## src/rtl/dev_timer.sv

```systemverilog
`default_nettype none
// ============================================================================
// Module      : dev_timer
// Description : Bus-mapped programmable interval timer with prescaler,
//               one-shot / auto-reload modes and W1C interrupt status.
// Revision    : 1.0 - initial release
// ============================================================================
module dev_timer #(
    parameter int unsigned PRESCALE = 1
) (
    input  logic        clk,
    input  logic        rst,
    input  logic [1:0]  A,
    input  logic [31:0] D,
    input  logic [3:0]  be,
    input  logic        we,
    output logic [31:0] Dout,
    output logic        INT
);

    localparam logic [1:0]  c_stIdle = 2'd0;
    localparam logic [1:0]  c_stLoad = 2'd1;
    localparam logic [1:0]  c_stCnt  = 2'd2;
    localparam logic [1:0]  c_stDone = 2'd3;
    localparam logic [15:0] c_psLast = 16'(PRESCALE - 1);

    logic [1:0]  r_state;
    logic [15:0] r_ps;
    logic        r_en;
    logic        r_mode;
    logic        r_im;
    logic        r_irq;
    logic [31:0] r_preset;
    logic [31:0] r_count;

    logic w_ctrlWr;
    logic w_newEn;
    logic w_newMode;
    logic w_newIm;
    logic w_tick;
    logic w_expire;
    logic w_clr;

    always_comb begin
        w_ctrlWr  = we && (A == 2'd0);
        w_newEn   = be[0] ? D[0] : r_en;
        w_newMode = be[0] ? D[1] : r_mode;
        w_newIm   = be[0] ? D[3] : r_im;
        w_tick    = (r_state == c_stCnt) && (r_ps == c_psLast);
        w_expire  = w_tick && (r_count == 32'd1);
        w_clr     = we && (A == 2'd3) && be[0] && D[0];
    end

    always_ff @(posedge clk) begin
        if (rst) begin
            r_state  <= c_stIdle;
            r_ps     <= 16'd0;
            r_en     <= 1'b0;
            r_mode   <= 1'b0;
            r_im     <= 1'b0;
            r_irq    <= 1'b0;
            r_preset <= 32'd0;
            r_count  <= 32'd0;
        end else begin
            if (w_ctrlWr) begin
                r_en   <= w_newEn;
                r_mode <= w_newMode;
                r_im   <= w_newIm;
            end
            if (we && (A == 2'd1)) begin
                for (int i = 0; i < 4; i++) begin
                    if (be[i]) r_preset[8*i +: 8] <= D[8*i +: 8];
                end
            end
            // An expiry on the same edge as a W1C clear keeps the flag set
            if (w_expire)   r_irq <= 1'b1;
            else if (w_clr) r_irq <= 1'b0;

            case (r_state)
                c_stLoad: begin
                    r_count <= r_preset;
                    r_ps    <= 16'd0;
                    r_state <= (r_preset != 32'd0) ? c_stCnt : c_stDone;
                end
                c_stCnt: begin
                    if (w_tick) begin
                        r_ps <= 16'd0;
                        if (r_count != 32'd0) r_count <= r_count - 32'd1;
                        if (r_count <= 32'd1) r_state <= r_mode ? c_stLoad : c_stDone;
                    end else begin
                        r_ps <= r_ps + 16'd1;
                    end
                end
                default: ;
            endcase

            // A CTRL write overrides whatever transition the counter chose
            if (w_ctrlWr) r_state <= w_newEn ? c_stLoad : c_stIdle;
        end
    end

    always_comb begin
        case (A)
            2'd0:    Dout = {28'd0, r_im, 1'b0, r_mode, r_en};
            2'd1:    Dout = r_preset;
            2'd2:    Dout = r_count;
            default: Dout = {31'd0, r_irq};
        endcase
        INT = r_irq & r_im;
    end

endmodule
`default_nettype wire
```

## config.mk

```make
export PLATFORM = sky130hd
export DESIGN_NAME = dev_timer
export DESIGN_NICKNAME = d
export VERILOG_FILES = /design/src/rtl/dev_timer.sv
export SDC_FILE = /design/constraint.sdc
export NUM_CORES = 1
export LEC_CHECK = 0
export BUFFER_PORTS_ARGS = -buffer_cell sky130_fd_sc_hd__buf_4
export CORE_AREA = 8 8 118 120
export CTS_BUF_LIST = sky130_fd_sc_hd__clkbuf_2 sky130_fd_sc_hd__clkbuf_4 sky130_fd_sc_hd__clkbuf_8
export DETAILED_ROUTE_END_ITERATION = 6
export DIE_AREA = 0 0 126 128
export RECOVER_POWER = 25
export SLEW_MARGIN = 20
export SYNTH_ARGS = -nofsm -noshare
export SYNTH_HDL_FRONTEND = slang
export SYNTH_SLANG_ARGS = --single-unit
export TNS_END_PERCENT = 100
```

## constraint.sdc

```tcl
create_clock -name clk -period 2.5 [get_ports clk]
set_input_delay 0.25 -clock clk [delete_from_list [all_inputs] [get_ports clk]]
set_output_delay 0.25 -clock clk [all_outputs]
set_load 0.1 [all_outputs]
```

==> results of run 1 <==
## cell type report
class                   count  area share (%)
inverters                  10           0.643
flip-flops and latches     86            29.5
clock inverters             3           0.772
repair buffers             98            12.6
clock buffers              12            2.62
well taps                 150            3.22
multi-input cells         477            50.7
## registers in the layout, summed over array words and instances (netlist names)
| signal | count |
|---|---|
| r_ps | 16 |
| r_state | 2 |
| r_preset | 32 |
| r_im | 1 |
| r_en | 1 |
| r_mode | 1 |
| r_count | 32 |
| r_irq | 1 |
## metal layers
layer | track usage [%] | share of wire (%) | vias to the layer above
li1 | - | - | 2450
met1 | 24.2 | 45 | 2430
met2 | 32.1 | 46 | 215
met3 | 3.99 | 6.5 | 27
met4 | 10.3 | 2.5 | 0
met5 | 0 | 0 | -
## critical path, delay by kind of cell (launching register included)
| kind | cells | cell delay [ns] |
|---|---|---|
| flops | 1 | 0.38 |
| simple gates | 2 | 0.93 |
| buf+inv | 1 | 0.13 |
| fa+ha+maj | 1 | 0.18 |
| compound gates | 3 | 0.55 |
## how the worst max path moves through the flow
stage,startpoint,end,slack [ns]
floorplan,A[0],Dout[12],0.23
global placement,r_count[24],r_count[29],0.30
detailed placement,r_ps[0],r_count[2],0.17
CTS,r_ps[0],r_ps[10],0.14
global route,r_count[1],r_count[12],0.06
finish,r_count[1],r_count[12],0.19
## through the flow
step           hold WS, ns  utilization, %  std cells  instance area [µm²]
4_1_cts             0.0984            47.9        836                 5840
3_5_place_dp         0.477            46.2        821                 5650
3_3_place_gp         0.462            46.2        821                 5650
6_report             0.114            47.8        836                 5840
2_1_floorplan        0.386               -        629                 4980
5_1_grt              0.108            47.8        836                 5840
## power groups by stage
stage                     Sequential [mW]  Combinational [mW]  Clock (mW)
after global placement               1.76                4.08           0
after global routing                 1.77                4.51        1.10
after detailed placement             1.76                4.09           0
final                                1.74                4.20        1.01
after floorplan                      1.69                3.06           0
after CTS                            1.73                4.11        1.04
## cells in the final DEF (no fill, tap or decap), types with 14 or more instances in the layout
cell and count:
nor3_1 15, o31ai_1 25, buf_4 93, nor2_1 38, nor4_1 21, nand3_1 22, dfxtp_1 86, nand2_1 91
nor2b_1 14, a21oi_1 69, o311ai_1 15, a22o_1 19
## timing repair
action	in CTS	in global routing
gates resized for setup	0	2
hold buffers	0	0
setup endpoints to repair	0	15
## kinds of logic (layout without fill, tap and decap cells)
logic type                 count (synthesis)  count (layout)  synth area share [%]
adders and majority gates                  7               7                  1.76
muxes                                      7               7                  1.66
buffers and inverters                     66             123                  6.34
xor gates and xnor gates                  14              14                  2.47
and+or+nand+nor                          253             253                  25.6
AOI/OAI and AO/OA                        196             196                  27.6
DFF                                       86              86                  34.6
==> qor.txt, run 1 <==
status -> finished clean
VDD IR max -> 565 µV
synthesized area -> 4970 µm²
TritonCTS clock tree -> built
Overall Global Routing Usage -> 19.7%
post-layout min period -> 2.31 ns
hold crit path type -> in2reg
sequential-to-total area share from yosys stat -> 34.6%
vias in the first global route -> 5,103
Chip Height -> 128 µm
drt drc -> 0
Vias -> 5,122
CTS Sinks -> 86
Filler Cell Count -> 1,212
Switching Share -> 49.9%
DR WL/cell -> 19.5 µm
worst setup margin -> 0.190 ns
Hold Path Origin -> D[10]
Syn Inst Count -> 629
count of port buffers added during placement -> 73
TritonRoute pass-1 iters -> 5
Post-CTS Setup Bufs -> 0
largest net degree at the start of global routing -> 72
Starting Density -> 40.7%
initial antenna violation count -> 0
Final Net Count -> 730
Reg2Reg Capture Point -> r_count[12]
core box area -> 12,200 µm²
Die ar. -> 16,100 µm²
synth unique cells -> 63
Synth area leaders -> dfxtp_1, a21oi_1, nand2_1, a22o_1, o31ai_1
worst slew pin tran -> 0.852 ns
critical path arrival -> 2.54 ns
largest area contributor in the netlist -> dfxtp_1
internal power -> 3.49 mW
Hold Vio Cnt, Final -> 0
CTS buffer count -> 9
Synth Area per Inst -> 7.90 µm²
startpoint types -> register
register area -> 1720 µm²
Comb power frac -> 60.4%
Layout Area Growth over Synthesis -> 17.4%
RSZ-0062 raised after global routing -> no
GR Overflow Total -> 0
CP required -> 2.73 ns
clk_lat worst skew -> 0.38 ns
switching pwr -> 3.47 mW
pre-CTS setup slack -> 0.172 ns
Clk network pwr share -> 14.6%
clk_skew -> 0.0141 ns
Worst Path Max Fanout -> 7
via density per instance -> 6.13
fmax -> 433 MHz
count leader, synth -> nand2_1
Flop pwr share -> 25.0%
max-cap violation count -> 0
post-route setup TNS -> 0 ns
share of layout cells above drive strength 1 -> 20.1%
# setup viols final -> 0
total power -> 6.96 mW
Final ANT Viol Nets -> 0
R2R Setup Slk -> 0.19 ns
chip width -> 126 µm
top cell type's share of synthesized area -> 34.6%
clock transition at the registers of the reported paths -> 0.09 ns
DRT iter0 DRCs -> 559
dpl hpwl -> 11,300 µm
#FFs+latches synth -> 86
slowest stage delay, CP -> 0.49 ns
first-pass GRT wire length -> 25,700 µm
CTS root buf -> clkbuf_8
Worst path slowest cell -> or4b_1
Multi-input gate area -> 2960 µm²
gpl congestion -> 0.896
pwr/cell area -> 1190 nW/µm²
CP endpoint kind -> register
Mapped Nets -> 677
deepest clock path buffer count -> 2
antenna diode count -> 0
Final period util -> 92.4%
Synth Warn # -> 0
static leakage -> 2.14 nW
Final Slew Violations -> 0
htree depth -> 3
Cell Rows -> 41
worst r2r src -> r_count[1]
Worst slew margin -> 43.2%
Async SR Flop Fraction -> 0%
final WL -> 16,300 µm
R2R depth -> 7
CP Cell Sequence -> inv_1 > ha_1 > or4b_1 > or3_1 > o31a_1 > o31ai_2 > a21oi_1
hold path depth -> 3
Hold EP -> r_preset[10]
Synth top cells by count -> nand2_1, dfxtp_1, a21oi_1
num ports -> 74
Synth Flop Type -> dfxtp_1
Post-synth EDFFs -> 0
Setup CP Type -> reg2reg
(Power assumes the default switching activity.)
==> run 2, diff against run 1 <==
--- a/config.mk
+++ b/config.mk
@@ -10,7 +10,9 @@
 export CTS_BUF_LIST = sky130_fd_sc_hd__clkbuf_2 sky130_fd_sc_hd__clkbuf_4 sky130_fd_sc_hd__clkbuf_8
 export DETAILED_ROUTE_END_ITERATION = 6
 export DIE_AREA = 0 0 126 128
+export PLACE_DENSITY = 0.6
 export RECOVER_POWER = 25
+export SETUP_SLACK_MARGIN = 0.4
 export SLEW_MARGIN = 20
 export SYNTH_ARGS = -nofsm -noshare
 export SYNTH_HDL_FRONTEND = slang
==> qor.txt, run 2 (synthesis results as in run 1) <==
status -> finished with violations
failing checks -> design-rule violations, max-capacitance violations, max-slew violations
# setup viols final -> 0
most common cell after layout, fill and taps aside -> buf_4
post-route setup TNS -> 0 ns
total power -> 8.21 mW
Final Slew Violations -> 72
largest registers -> r_count x32, r_preset x32, r_ps x16
worst slew pin tran -> 1.55 ns
clk_lat worst skew -> 0.38 ns
internal power -> 4.24 mW
Setup CP Type -> reg2reg
Setup crit start -> r_count[0]
via density per instance -> 6.22
Chip Height -> 128 µm
dpl hpwl -> 11,300 µm
slowest stage delay, CP -> 0.46 ns
critical path arrival -> 2.35 ns
antenna diode count -> 0
gpl congestion -> 0.901
chip width -> 126 µm
share of layout cells above drive strength 1 -> 32.9%
Area after DPL -> 5730 µm²
Hold Vio Cnt, Final -> 0
worst setup margin -> 0.356 ns
drt drc -> 32
Cell Rows -> 41
Reg2Reg Capture Point -> r_count[14]
Die ar. -> 16,100 µm²
Critical Path Stages -> 8
Flop pwr share -> 21.9%
Starting Density -> 40.7%
DRT iter0 DRCs -> 551
Final ANT Viol Nets -> 0
Cells after DPL -> 822
critical path's top delay family -> simple AND/OR/NAND/NOR gates
Vias -> 5,303
Clk network pwr share -> 12.2%
final WL -> 17,300 µm
largest net degree at the start of global routing -> 72
Filler Cell Count -> 1,200
fin cells -> 853
num ports -> 74
startpoint types -> register
R2R Setup Slk -> 0.36 ns
RSZ-0062 raised after global routing -> yes
TritonRoute pass-1 iters -> 7
first-pass GRT wire length -> 26,500 µm
Worst path slowest cell -> or4b_4
pwr/cell area -> 1270 nW/µm²
post-layout min period -> 2.14 ns
fin util -> 53.0%
CP endpoint kind -> register
max-cap violation count -> 1
DR WL/cell -> 20.3 µm
static leakage -> 2.36 nW
GR Overflow Total -> 0
VDD IR max -> 715 µV
count of port buffers added during placement -> 73
CP bufs+invs -> 2
Switching Share -> 48.4%
Overall Global Routing Usage -> 20.3%
core box area -> 12,200 µm²
hold crit path type -> in2reg
CP Cell Sequence -> inv_4 > ha_4 > or4b_4 > or3_4 > buf_4 > o21ai_0 > and3_1 > o32ai_1
Multi-input gate area -> 3320 µm²
CP required -> 2.71 ns
Final Net Count -> 748
vias in the first global route -> 5,112
deepest clock path buffer count -> 2
htree depth -> 3
CP Capture Point -> r_count[14]
Comb power frac -> 65.9%
commonest cells after routing, fill and taps aside -> buf_4, nand2_1, dfxtp_1
Layout Area Growth over Synthesis -> 30.1%
CTS buffer count -> 9
clk_skew -> 0.0104 ns
Final period util -> 85.8%
Worst slew margin -> -3.20%
final hold slack -> 0.115 ns
TritonCTS clock tree -> built
CTS root buf -> clkbuf_8
Worst Path Max Fanout -> 5
pre-CTS setup slack -> 0.181 ns
clock transition at the registers of the reported paths -> 0.08 ns
worst r2r src -> r_count[0]
fmax -> 466 MHz
initial antenna violation count -> 0
Final Cell Area -> 6470 µm²
R2R depth -> 8
CTS Sinks -> 86
switching pwr -> 3.98 mW
register area -> 1750 µm²
[run 2: cell types whose count changed in the layout (fill, tap and decap cells not counted), moves of 5 or more]
cell	previous run	this run
dfxtp_2	0	7
buf_4	93	104
a22o_4	0	5
nor4_4	0	5
dfxtp_4	0	5
o311ai_2	0	10
or4_1	6	1
nor4_1	21	13
a22o_2	10	24
o311ai_1	15	5
dfxtp_1	86	74
or4_4	1	6
a22o_1	19	0
[run 2: worst min-delay path by stage]
| stage | start | end | cells past startpoint |
|---|---|---|---|
| global route | D[11] | r_preset[11] | 3 |
| detailed placement | r_im | r_im | 2 |
| floorplan | D[16] | r_preset[16] | 2 |
| global placement | r_state[0] | r_state[0] | 2 |
| finish | D[11] | r_preset[11] | 3 |
| CTS | D[23] | r_preset[23] | 3 |
[run 2: final cells by class]
class | count | share of cell area [%]
flip-flops and latches | 86 | 27.1
inverters | 10 | 0.658
clock buffers | 11 | 2.34
multi-input cells | 477 | 51.3
clock inverters | 3 | 0.697
repair buffers | 116 | 15.1
well taps | 150 | 2.90
[run 2: power by group through the flow]
stage / Combinational, mW / Sequential, mW / Clock [mW]
finish: 5.41 / 1.80 / 1.00
global route: 5.69 / 1.82 / 1.09
CTS: 4.41 / 1.75 / 1.04
detailed placement: 4.17 / 1.78 / 0
global placement: 4.15 / 1.77 / 0
floorplan: 3.10 / 1.70 / 0
[run 2: metal layers]
metal,vias up,global-route usage [%],part of all wire [%]
met5,-,0,0
met4,0,7.50,2.0
met3,37,5.24,7.2
met1,2532,25.1,43
li1,2490,-,-
met2,244,33.4,48
[run 2: what timing repair did]
| action | 4_1_cts | 5_1_grt |
|---|---|---|
| pin swaps | 3 | 15 |
| cloned | 0 | 4 |
| buffers inserted | 5 | 8 |
| hold buffers | 0 | 0 |
| endpoints found under the hold margin | 0 | 0 |
| resized for setup | 19 | 59 |
| setup endpoints to repair | 46 | 48 |
[run 2: worst reg2reg max path, stage by stage, from the launching register on]
cell and delay (ns):
dfxtp_4 0.36, inv_4 0.07, ha_4 0.13, or4b_4 0.46, or3_4 0.39, buf_4 0.17, o21ai_0 0.15, and3_1 0.17
o32ai_1 0.08
==> run 3, diff against run 2 <==
--- a/config.mk
+++ b/config.mk
@@ -10,6 +10,7 @@
 export CTS_BUF_LIST = sky130_fd_sc_hd__clkbuf_2 sky130_fd_sc_hd__clkbuf_4 sky130_fd_sc_hd__clkbuf_8
 export DETAILED_ROUTE_END_ITERATION = 6
 export DIE_AREA = 0 0 126 128
+export GPL_TIMING_DRIVEN = 0
 export PLACE_DENSITY = 0.6
 export RECOVER_POWER = 25
 export SETUP_SLACK_MARGIN = 0.4
==> qor.txt, run 3 (synthesis results as in run 1) <==
status -> finished clean
drt drc -> 0
TritonRoute pass-1 iters -> 7
pwr/cell area -> 1320 nW/µm²
core box area -> 12,200 µm²
most common cell after layout, fill and taps aside -> nand2_1
Starting Density -> 40.7%
largest net degree at the start of global routing -> 15
Final Net Count -> 779
critical path's top delay family -> buffers and inverters
clk_skew -> 0.0189 ns
post-layout min period -> 2.24 ns
Reg2Reg Capture Point -> r_count[20]
clock transition at the registers of the reported paths -> 0.09 ns
CP Capture Point -> Dout[30]
antenna diode count -> 0
CP endpoint kind -> output port
Layout Area Growth over Synthesis -> 35.9%
CP bufs+invs -> 5
vias in the first global route -> 5,404
Crit path top cell by count -> buf_4
initial antenna violation count -> 0
max-cap violation count -> 0
Cell Rows -> 41
R2R Setup Slk -> 0.30 ns
grt peak-use layer -> met2
Die ar. -> 16,100 µm²
worst r2r src -> r_count[27]
final WL -> 20,200 µm
Setup crit start -> A[0]
commonest cells after routing, fill and taps aside -> nand2_1, buf_4, dfxtp_1
largest registers -> r_count x32, r_preset x32, r_ps x16
DR WL/cell -> 22.8 µm
worst slew pin tran -> 0.855 ns
Final Slew Violations -> 0
Final period util -> 89.7%
count of port buffers added during placement -> 69
Vias -> 5,702
Final ANT Viol Nets -> 0
Worst path slowest cell -> clkbuf_1
CTS Sinks -> 86
first-pass GRT wire length -> 30,200 µm
CP Cell Sequence -> clkbuf_2 > nor2b_1 > clkbuf_1 > buf_4 > buf_4 > a22o_2 > buf_6
Critical Path Stages -> 7
htree depth -> 3
M1 GR Usage -> 29.9%
share of layout cells above drive strength 1 -> 32.9%
met3 Use GR -> 4.87%
R2R depth -> 8
CTS Hold Bufs -> 0
total power -> 8.90 mW
clk_lat worst skew -> 0.39 ns
Filler Cell Count -> 1,160
slowest stage delay, CP -> 0.41 ns
GR Overflow Total -> 0
met2 Use GR -> 37.0%
deepest clock path buffer count -> 2
DRT iter0 DRCs -> 703
via density per instance -> 6.44
dpl hpwl -> 13,600 µm
static leakage -> 2.50 nW
hold crit path type -> in2reg
CTS root buf -> clkbuf_8
fin util -> 55.3%
TritonCTS clock tree -> built
CP required -> 2.25 ns
VDD IR max -> 761 µV
# setup viols final -> 0
CTS buffer count -> 9
Worst Path Max Fanout -> 10
chip width -> 126 µm
startpoint types -> input pin
Hold Vio Cnt, Final -> 0
Overall Global Routing Usage -> 23.9%
Setup CP Type -> in2out
num ports -> 74
gpl congestion -> 0.944
Area after DPL -> 5760 µm²
fmax -> 446 MHz
Final Cell Area -> 6760 µm²
critical path arrival -> 1.99 ns
register area -> 1740 µm²
RSZ-0062 raised after global routing -> yes
Multi-input gate area -> 3410 µm²
Worst slew margin -> 42.9%
Chip Height -> 128 µm
run 3: stage by stage:
stage / hold WS (ns) / setup slack, ns / TNS [ns] / std cells
after global placement: 0.461 / -0.341 / -3.37 / 848
final: 0.108 / 0.258 / 0 / 886
after global routing: 0.115 / 0.195 / 0 / 886
after floorplan: 0.386 / 0.259 / 0 / 629
after detailed placement: 0.479 / -0.391 / -4.36 / 848
after CTS: 0.0944 / 0.328 / 0 / 877
run 3: final cells by class:
cell class,instances,area share [%]
buffer,56,5.70
clock buffer,11,2.15
clock inverter,5,0.870
inverter,10,0.630
multi-input combinational,477,50.4
sequential,86,25.8
tap,150,2.78
timing repair buffer,91,11.7
run 3: worst min-delay path by stage:
| stage | depth (start not counted) | to | slack, ns | from |
|---|---|---|---|---|
| final | 3 | r_preset[8] | 0.11 | D[8] |
| after global routing | 3 | r_preset[15] | 0.11 | D[15] |
| after CTS | 3 | r_preset[8] | 0.09 | D[8] |
| after detailed placement | 2 | r_en | 0.48 | r_en |
| after global placement | 2 | r_im | 0.46 | r_im |
| after floorplan | 2 | r_preset[16] | 0.39 | D[16] |
run 3: per-layer routing:
layer	up-vias	part of all wire, %
li1	2568	-
met1	2678	41
met2	352	45
met3	104	8.7
met4	0	5.3
met5	-	0
run 3: worst register-to-register path: stages (launching register included):
cell,delay (ns)
dfxtp_2,0.33
or4_4,0.53
buf_6,0.14
nor4_4,0.25
and4_1,0.28
buf_8,0.19
clkbuf_16,0.18
o311ai_1,0.10
o31ai_1,0.11
run 3: what timing repair did:
| action | CTS | global route |
|---|---|---|
| gates resized for setup | 65 | 72 |
| pin swaps | 4 | 24 |
| endpoints found under the setup margin | 79 | 49 |
| setup buffers | 12 | 7 |
| gates cloned | 1 | 2 |
run 3: power breakdown:
| part | leakage [nW] | switching [mW] | internal (mW) |
|---|---|---|---|
| combinational | 1.70 | 3.65 | 2.41 |
| clock | 0.0990 | 0.548 | 0.501 |
| sequential | 0.701 | 0.255 | 1.54 |
